--- config.mk ---
export PLATFORM = sky130hd
export DESIGN_NAME = axil_csr_bank
export DESIGN_NICKNAME = d
export VERILOG_FILES = /design/src/rtl/axil_csr_bank.sv
export SDC_FILE = /design/constraint.sdc
export NUM_CORES = 1
export LEC_CHECK = 0
export CAP_MARGIN = 20
export CORE_ASPECT_RATIO = 0.5
export CORE_UTILIZATION = 50
export CTS_CLUSTER_DIAMETER = 50
export DETAILED_ROUTE_END_ITERATION = 8
export HOLD_SLACK_MARGIN = 0.03
export PLACE_DENSITY = 0.95
export SETUP_SLACK_MARGIN = 0.05
export SLEW_MARGIN = 20
export SYNTH_ARGS = -nofsm -noshare
export SYNTH_HDL_FRONTEND = slang
export SYNTH_SLANG_ARGS = --single-unit
--- constraint.sdc ---
create_clock -name clk -period 3.4 [get_ports clk]
set_clock_uncertainty 0.2 [all_clocks]
set_input_delay 0.68 -clock clk [delete_from_list [all_inputs] [get_ports clk]]
set_output_delay 0.68 -clock clk [all_outputs]
set_load 0.02 [all_outputs]
--- src/rtl/axil_csr_bank.sv ---
// AXI4-Lite CSR bank: ap_ctrl_hs control with auto-restart, done/ready interrupts,
// host-writable OUT registers and read-only IN status registers.
module axil_csr_bank #(
  parameter int          AddrWidth = 12,
  parameter int          NumOut    = 2,
  parameter int          NumIn     = 1,
  parameter logic [31:0] OutReset  = 32'h0
) (
  input  logic                   clk,
  input  logic                   reset,
  input  logic [AddrWidth-1:0]   araddr,
  input  logic                   arvalid,
  output logic                   arready,
  output logic [31:0]            rdata,
  output logic [1:0]             rresp,
  output logic                   rvalid,
  input  logic                   rready,
  input  logic [AddrWidth-1:0]   awaddr,
  input  logic                   awvalid,
  output logic                   awready,
  input  logic [31:0]            wdata,
  input  logic [3:0]             wstrb,
  input  logic                   wvalid,
  output logic                   wready,
  output logic [1:0]             bresp,
  output logic                   bvalid,
  input  logic                   bready,
  output logic                   ap_start,
  input  logic                   ap_done,
  input  logic                   ap_ready,
  input  logic                   ap_idle,
  output logic                   interrupt,
  output logic [32*NumOut-1:0]   out_regs,
  input  logic [32*NumIn-1:0]    in_regs
);

  localparam int IdxW    = AddrWidth - 2;
  localparam int OutBase = 4;
  localparam int InBase  = OutBase + NumOut;
  localparam logic [IdxW-1:0] IdxCtrl = IdxW'(0);
  localparam logic [IdxW-1:0] IdxGier = IdxW'(1);
  localparam logic [IdxW-1:0] IdxIer  = IdxW'(2);
  localparam logic [IdxW-1:0] IdxIsr  = IdxW'(3);

  typedef enum logic {W_IDLE, W_RESP} wstate_t;
  typedef enum logic {R_IDLE, R_DATA} rstate_t;

  wstate_t wstate, wstate_n;
  rstate_t rstate, rstate_n;

  logic            aw_held, w_held, wr_commit, wr_hit;
  logic [IdxW-1:0] aw_idx, ar_idx;
  logic [31:0]     wdata_q;
  logic [3:0]      wstrb_q;
  logic            wr_ctrl, wr_gier, wr_ier, wr_isr;
  logic [NumOut-1:0] wr_out;
  logic            rd_accept, rd_ctrl, rd_err;
  logic [31:0]     rd_data;
  logic            done_bit, ready_bit, auto_restart, gier;
  logic [1:0]      ier, isr, isr_n;
  logic [31:0]     out_q [NumOut];
  logic            unused_addr_lsbs;

  assign unused_addr_lsbs = ^{araddr[1:0], awaddr[1:0]};
  assign ar_idx = araddr[AddrWidth-1:2];

  // Write channel FSM
  always_ff @(posedge clk) begin
    if (reset) wstate <= W_IDLE;
    else       wstate <= wstate_n;
  end

  always_comb begin
    wstate_n = wstate;
    case (wstate)
      W_IDLE: if (aw_held && w_held) wstate_n = W_RESP;
      W_RESP: if (bready) wstate_n = W_IDLE;
    endcase
  end

  always_comb begin
    awready   = (wstate == W_IDLE) && !aw_held;
    wready    = (wstate == W_IDLE) && !w_held;
    bvalid    = (wstate == W_RESP);
    wr_commit = (wstate == W_IDLE) && aw_held && w_held;
  end

  // Each beat is parked until the response handshake retires the write.
  always_ff @(posedge clk) begin
    if (reset) begin
      aw_held <= 1'b0;
      w_held  <= 1'b0;
    end else if (bvalid && bready) begin
      aw_held <= 1'b0;
      w_held  <= 1'b0;
    end else begin
      if (awvalid && awready) aw_held <= 1'b1;
      if (wvalid && wready)   w_held  <= 1'b1;
    end
  end

  always_ff @(posedge clk) begin
    if (awvalid && awready) aw_idx <= awaddr[AddrWidth-1:2];
    if (wvalid && wready) begin
      wdata_q <= wdata;
      wstrb_q <= wstrb;
    end
  end

  always_comb begin
    wr_ctrl = wr_commit && (aw_idx == IdxCtrl);
    wr_gier = wr_commit && (aw_idx == IdxGier);
    wr_ier  = wr_commit && (aw_idx == IdxIer);
    wr_isr  = wr_commit && (aw_idx == IdxIsr);
    wr_hit  = (int'(aw_idx) < OutBase);
    wr_out  = '0;
    for (int i = 0; i < NumOut; i++) begin
      if (int'(aw_idx) == OutBase + i) begin
        wr_out[i] = wr_commit;
        wr_hit    = 1'b1;
      end
    end
  end

  always_ff @(posedge clk) begin
    if (reset)          bresp <= 2'b00;
    else if (wr_commit) bresp <= wr_hit ? 2'b00 : 2'b10;
  end

  // Read channel FSM
  always_ff @(posedge clk) begin
    if (reset) rstate <= R_IDLE;
    else       rstate <= rstate_n;
  end

  always_comb begin
    rstate_n = rstate;
    case (rstate)
      R_IDLE: if (arvalid) rstate_n = R_DATA;
      R_DATA: if (rready) rstate_n = R_IDLE;
    endcase
  end

  always_comb begin
    arready   = (rstate == R_IDLE);
    rvalid    = (rstate == R_DATA);
    rd_accept = (rstate == R_IDLE) && arvalid;
    rd_ctrl   = rd_accept && (ar_idx == IdxCtrl);
  end

  always_comb begin
    rd_data = 32'h0;
    rd_err  = 1'b1;
    case (ar_idx)
      IdxCtrl: begin
        rd_data = {24'h0, auto_restart, 3'b000, ready_bit, ap_idle, done_bit, ap_start};
        rd_err  = 1'b0;
      end
      IdxGier: begin rd_data = {31'h0, gier}; rd_err = 1'b0; end
      IdxIer:  begin rd_data = {30'h0, ier};  rd_err = 1'b0; end
      IdxIsr:  begin rd_data = {30'h0, isr};  rd_err = 1'b0; end
      default: ;
    endcase
    for (int i = 0; i < NumOut; i++) begin
      if (int'(ar_idx) == OutBase + i) begin
        rd_data = out_q[i];
        rd_err  = 1'b0;
      end
    end
    for (int j = 0; j < NumIn; j++) begin
      if (int'(ar_idx) == InBase + j) begin
        rd_data = in_regs[32*j +: 32];
        rd_err  = 1'b0;
      end
    end
  end

  // Snapshot at accept time, so a same-edge write is not visible in this read.
  always_ff @(posedge clk) begin
    if (rd_accept) begin
      rdata <= rd_data;
      rresp <= rd_err ? 2'b10 : 2'b00;
    end
  end

  always_comb begin
    isr_n = isr ^ (wr_isr ? wdata_q[1:0] : 2'b00);
    if (ap_done && ier[0])  isr_n[0] = 1'b1;
    if (ap_ready && ier[1]) isr_n[1] = 1'b1;
  end

  always_ff @(posedge clk) begin
    if (reset) begin
      ap_start     <= 1'b0;
      done_bit     <= 1'b0;
      ready_bit    <= 1'b0;
      auto_restart <= 1'b0;
      gier         <= 1'b0;
      ier          <= 2'b00;
      isr          <= 2'b00;
      interrupt    <= 1'b0;
      for (int i = 0; i < NumOut; i++) out_q[i] <= OutReset;
    end else begin
      ap_start  <= (ap_start && !(ap_ready && !auto_restart)) || (wr_ctrl && wdata_q[0]);
      done_bit  <= ap_done || (done_bit && !rd_ctrl);
      ready_bit <= ap_ready || (ready_bit && !rd_ctrl);
      if (wr_ctrl) auto_restart <= wdata_q[7];
      if (wr_gier && wstrb_q[0]) gier <= wdata_q[0];
      if (wr_ier && wstrb_q[0])  ier  <= wdata_q[1:0];
      isr       <= isr_n;
      interrupt <= gier && |(isr & ier);
      for (int i = 0; i < NumOut; i++)
        for (int k = 0; k < 4; k++)
          if (wr_out[i] && wstrb_q[k]) out_q[i][8*k +: 8] <= wdata_q[8*k +: 8];
    end
  end

  for (genvar g = 0; g < NumOut; g++) begin : g_out
    assign out_regs[32*g +: 32] = out_q[g];
  end

endmodule

# ---- Yosys cells after proc, flatten, opt, wreduce, memory -nomap -nowiden
# Memories as Yosys holds them, arrays and structs flattened.
# Cells that the tools add are included.
dict set report totals {
  ff_bits 96
  latchBits 0
  ramBits 64
  romBits 0
  in_bits 102
  out_inout_bits 107
  elab_cells 145
  n_memories 1
}
dict set report op_classes {
  n_addsub 0
  n_mul 0
  div_mod_pow 0
  magnitude_cmp 1
  n_eq_ne 11
  n_shift 0
  n_mux 57
  n_bitwise 12
  reduce_logical 45
}
# memory depth width rd rd_ports_with_merged_regs wr line_no
set mem_list {}
lappend mem_list {out_q 2 32 2 0 2 61} ;# logic [31:0] out_q [NumOut];
# operator count
set op_table {}
lappend op_table {{$mux 32} 3}
lappend op_table {{$mux 8} 8}
lappend op_table {{$eq 10x4->1 const B} 5}
lappend op_table {{$eq 10x2->1 const B} 4}
lappend op_table {{$mux 1} 40}
lappend op_table {{$logic_and 1x1->1} 32}
lappend op_table {{$pmux 8 s4} 1}
lappend op_table {{$eq 10x1->1 const B} 2}
lappend op_table {{$logic_not 10->1} 2}
lappend op_table {{$lt 10x3->1 const B} 1}
lappend op_table {{$or 1x1->1} 8}
lappend op_table {{$mux 2} 3}
lappend op_table {{$logic_not 1->1} 5}
lappend op_table {{$pmux 1 s2} 2}
lappend op_table {{$reduce_or 2->1} 2}
lappend op_table {{$reduce_or 4->1} 1}
lappend op_table {{$logic_or 1x1->1} 3}
lappend op_table {{$and 2x2->2} 1}
lappend op_table {{$not 1->1} 2}
lappend op_table {{$xor 2x2->2} 1}

# ---- Depth between registers and ports, before layout
dict set report logic_depth {
  depth_word 9
  ltp_mapped 7
  ltp_nobuf 4
}

# ---- Worst setup path after synthesis
# OpenSTA, ideal clock, no wires.
dict set report synth_path {
  path_type {input to register}
  startpoint {in araddr[11]}
  endpoint {reg rdata[0] (data pin)}
  setup_ns 0.261
  arrival_time_ns 2.067
  required_ns 2.939
  slack_ns 0.872
  stages 4
  n_path_buf 1
  cell_sequence {or4_4 -> buf_6 -> or3_4 -> o311a_1}
}
dict set report synth_between {
  elab_chain_len 5
  elab_cells_between_ends 11
  classes_between {6 x eq/ne; 4 x mux; 1 x reduce/logical}
}
# item line_no
set synth_rtl {}
lappend synth_rtl {{from (decl)} 11} ;# input logic [AddrWidth-1:0] araddr,
lappend synth_rtl {{$eq 10x2->1, or another cell as far along} 154} ;# case (ar_idx)
lappend synth_rtl {{$pmux 8 s4} 154}
lappend synth_rtl {{$mux 32 (2 in series)} 165} ;# if (int'(ar_idx) == OutBase + i) begin
lappend synth_rtl {{$mux 32 (*)} 171} ;# if (int'(ar_idx) == InBase + j) begin
lappend synth_rtl {{via rd_data[0]} 58} ;# logic [31:0] rd_data;
lappend synth_rtl {{to (signal assigned)} 181} ;# rdata <= rd_data;
lappend synth_rtl {{to (decl)} 14} ;# output logic [31:0] rdata,
# Mark *: on every way through the listed nets, which the timed path passes. The rest lies on a longest branch.
# A chain may end at the register's enable or synchronous reset.

==> summary.md <==
| Metric | Value |
|---|---|
| Status | completed |
| Vias in the first global route | 4989 |
| Hold WC Path Type | flip-flop to flip-flop |
| Routed vias/inst | 6.00 |
| First-pass GRT wire length | 27800 microns |
| Hold buffers post-CTS | 0 |
| Power Dens Cells | 521 nW/um^2 |
| CTS Sinks | 158 |
| RSZ-0062 raised after global routing | false |
| Gpl congestion | 0.836 |
| Inserted Clock Buffers | 17 |
| FFs w/ async S/R, synth | 0% |
| Min Clock Period, post-route | 2.77 ns |
| FMAX | 362 MHz |
| Pins over their slew limit | 0 |
| Resized Gates After CTS | 0 |
| Fin nets | 742 |
| Max clock buf depth | 2 |
| Worst R2R Path Depth | 4 |
| Critical Path RT | 3.27 ns |
| Setup ws final | 0.635 ns |
| Post-Syn Instances | 428 |
| Initial antenna violation count | 1 |
| DRC errors left | 0 |
| N_diodes | 0 |
| Row count | 28 |
| Largest net degree at the start of global routing | 34 |
| Reg-to-Reg Start | aw_idx[4]$_DFFE_PP_ |
| Reg clk slew, reported paths | 0.06 ns |
| Worst Hold Endpoint | isr[1]$_SDFF_PP0_ |
| DP Worst Slack | 0.360 ns |
| Max Cap Viol | 0 |
| Post-DP HPWL | 12800 microns |
| Most common cell after layout, fill and taps aside | clkdlybuf4s50_1 |
| Max Fanout on Critical Path | 8 |
| Die height | 82.0 microns |
| Syn avg cell area | 15.0 sq um |
| Endpoints failing setup | 0 |
| Leak | 3.49 nW |
| Layout cell share with drive strength beyond 1 | 9.66% |
| Hold Path Stages | 2 |
| Slew margin rel. | 61.7% |
| Core area | 12200 sq um |
| H-Tree Depth | 4 |
| GRT Util Overall | 29.4% |
| VDD IR-drop max | 0.292 mV |
| Pre-antenna DRT Iters | 5 |
| Post-DR wirelength/cell | 23.5 microns |
| Clk Latency, worst-skew pair | 0.43 ns |
| Port buffer count | 202 |
| Number of synthesized flops with an enable pin | 143 |
| Fin. Hold Viols | 0 |
| Ys flop type | edfxtp_1 |
| Routed wire length | 19200 microns |
| Clock Root Buffer | clkbuf_16 |
| Die area | 13300 sq um |
| Yosys warns | 0 |
| Worst Tran Pin Value | 0.573 ns |
| Postcts setup bufs | 0 |
| Critical Path End Type | flip-flop |
| Internal reg-to-reg setup slack | 0.63 ns |
| Remaining global-route overflow | 0 |
| Hold Crit Start | ier[1]$_SDFFE_PP0P_ |
| Synth unique cells | 59 |
| Via total after detailed routing | 4903 |
| CP Launch Type | flip-flop |
| Setup TNS | 0 ns |
| Mapped Area | 6400 sq um |
| DRC marker count from the first detailed-route iteration | 572 |
| CTS tree | done |
| Crit path kind | flip-flop to flip-flop |
| Post-synthesis sequential area ratio | 71.7% |
| Worst EP arrival | 2.64 ns |
| # IOs | 209 |
| Yosys reg bits | 158 |
| Area grow syn2layout | 44.6% |
| Crit share post-route | 81.3% |
| Most frequent cells in the layout | clkdlybuf4s50_1, edfxtp_1, and2_1 |
| Routed Antenna Nets | 0 |
| Reg-to-reg endpoint | out_q[0][1]$_DFFE_PP_ |
| Starting Density | 52.7% |
| Die width | 162 microns |
-- per-layer routing --
metal	wire [microns]	part of all wire, %	up-vias	global-route usage (%)
met5	0	0	-	0
met4	1060	5.5	0	19.1
met3	1530	8.0	102	7.02
met2	9560	50	344	51.0
met1	7060	37	2385	33.5
li1	-	-	2072	-
-- kinds of logic after synthesis --
kind of cell,Yosys count,share of synthesized area [%]
DFF,158,71.7
other,1,0.0585
AOI/OAI and AO/OA,65,8.26
and+or+nand+nor,164,15.8
muxes,8,1.27
xor gates and xnor gates,2,0.274
buffers and inverters,30,2.64
-- Yosys cell counts, types with 3 or more instances --
cell type | count | share of area (%)
buf_4 | 3 | 0.35
clkbuf_1 | 10 | 0.59
a211oi_1 | 3 | 0.35
nor3_1 | 3 | 0.23
a221o_2 | 8 | 1.4
nand4b_1 | 3 | 0.41
a221o_1 | 11 | 1.7
a21oi_1 | 9 | 0.70
and3_1 | 29 | 2.8
inv_1 | 5 | 0.29
mux2i_1 | 7 | 1.1
nor2_1 | 16 | 0.94
a21o_1 | 8 | 0.94
and2_0 | 12 | 1.2
edfxtp_1 | 143 | 67
dfxtp_1 | 15 | 4.7
a22oi_1 | 3 | 0.35
nor2b_1 | 7 | 0.68
o22ai_1 | 3 | 0.29
nand2_1 | 24 | 1.4
and2_1 | 42 | 4.1
clkbuf_2 | 5 | 0.39
a32oi_1 | 8 | 1.1
buf_6 | 3 | 0.53
o21ai_0 | 4 | 0.31
nor4_1 | 3 | 0.29
-- per-stage QoR --
stage	util, %	cell area [sq um]	cells	power (mW)	hold WS [ns]
2_1_floorplan	-	6410	429	2.44	0.238
3_3_place_gp	70.8	8610	786	2.69	0.253
3_5_place_dp	70.8	8610	786	2.72	0.284
4_1_cts	76.2	9260	817	4.83	0.302
5_1_grt	76.2	9260	817	4.94	0.322
6_report	76.2	9260	817	4.82	0.306
-- flip-flops by register name, summed over array words and instances, names as in the netlist, 2 cells and up --
name and flops:
wstrb_q 4, out_q 64, isr 2, wdata_q 32
rdata 32, ier 2, aw_idx 10
-- final cells by class --
type,instances,area [sq um]
Fill cell,679,2900
Clock buffer,19,433
Inverter,5,18.8
Clock inverter,12,216
Sequential cell,158,4590
Timing Repair Buffer,217,2130
Tap cell,165,206
Multi-Input combinational cell,241,1660
-- critical path, stage by stage (launching register included) --
cell and delay [ns]:
edfxtp_1 0.37, or4_1 0.64, nor3_2 0.32, and3_1 0.40
a21o_1 0.48
-- power by group --
group / total [mW] / switching [mW] / leakage (nW) / internal, mW
clock network: 2.13 / 0.765 / 0.319 / 1.37
registers: 2.27 / 0.0563 / 1.54 / 2.21
logic: 0.421 / 0.209 / 1.63 / 0.212
-- worst max path at each step --
stage | from | cells past startpoint | slack [ns] | endpoint
after detailed placement | araddr[11] | 5 | 0.36 | ready_bit$_SDFF_PP0_
after CTS | araddr[11] | 5 | 0.69 | ready_bit$_SDFF_PP0_
after global routing | aw_idx[4]$_DFFE_PP_ | 4 | 0.53 | out_q[0][5]$_DFFE_PP_
final | aw_idx[4]$_DFFE_PP_ | 4 | 0.63 | out_q[0][1]$_DFFE_PP_
after global placement | araddr[11] | 5 | 0.43 | rdata[29]$_DFFE_PP_
after floorplan | araddr[11] | 4 | 0.87 | rdata[0]$_DFFE_PP_
(Power assumes the default switching activity.)
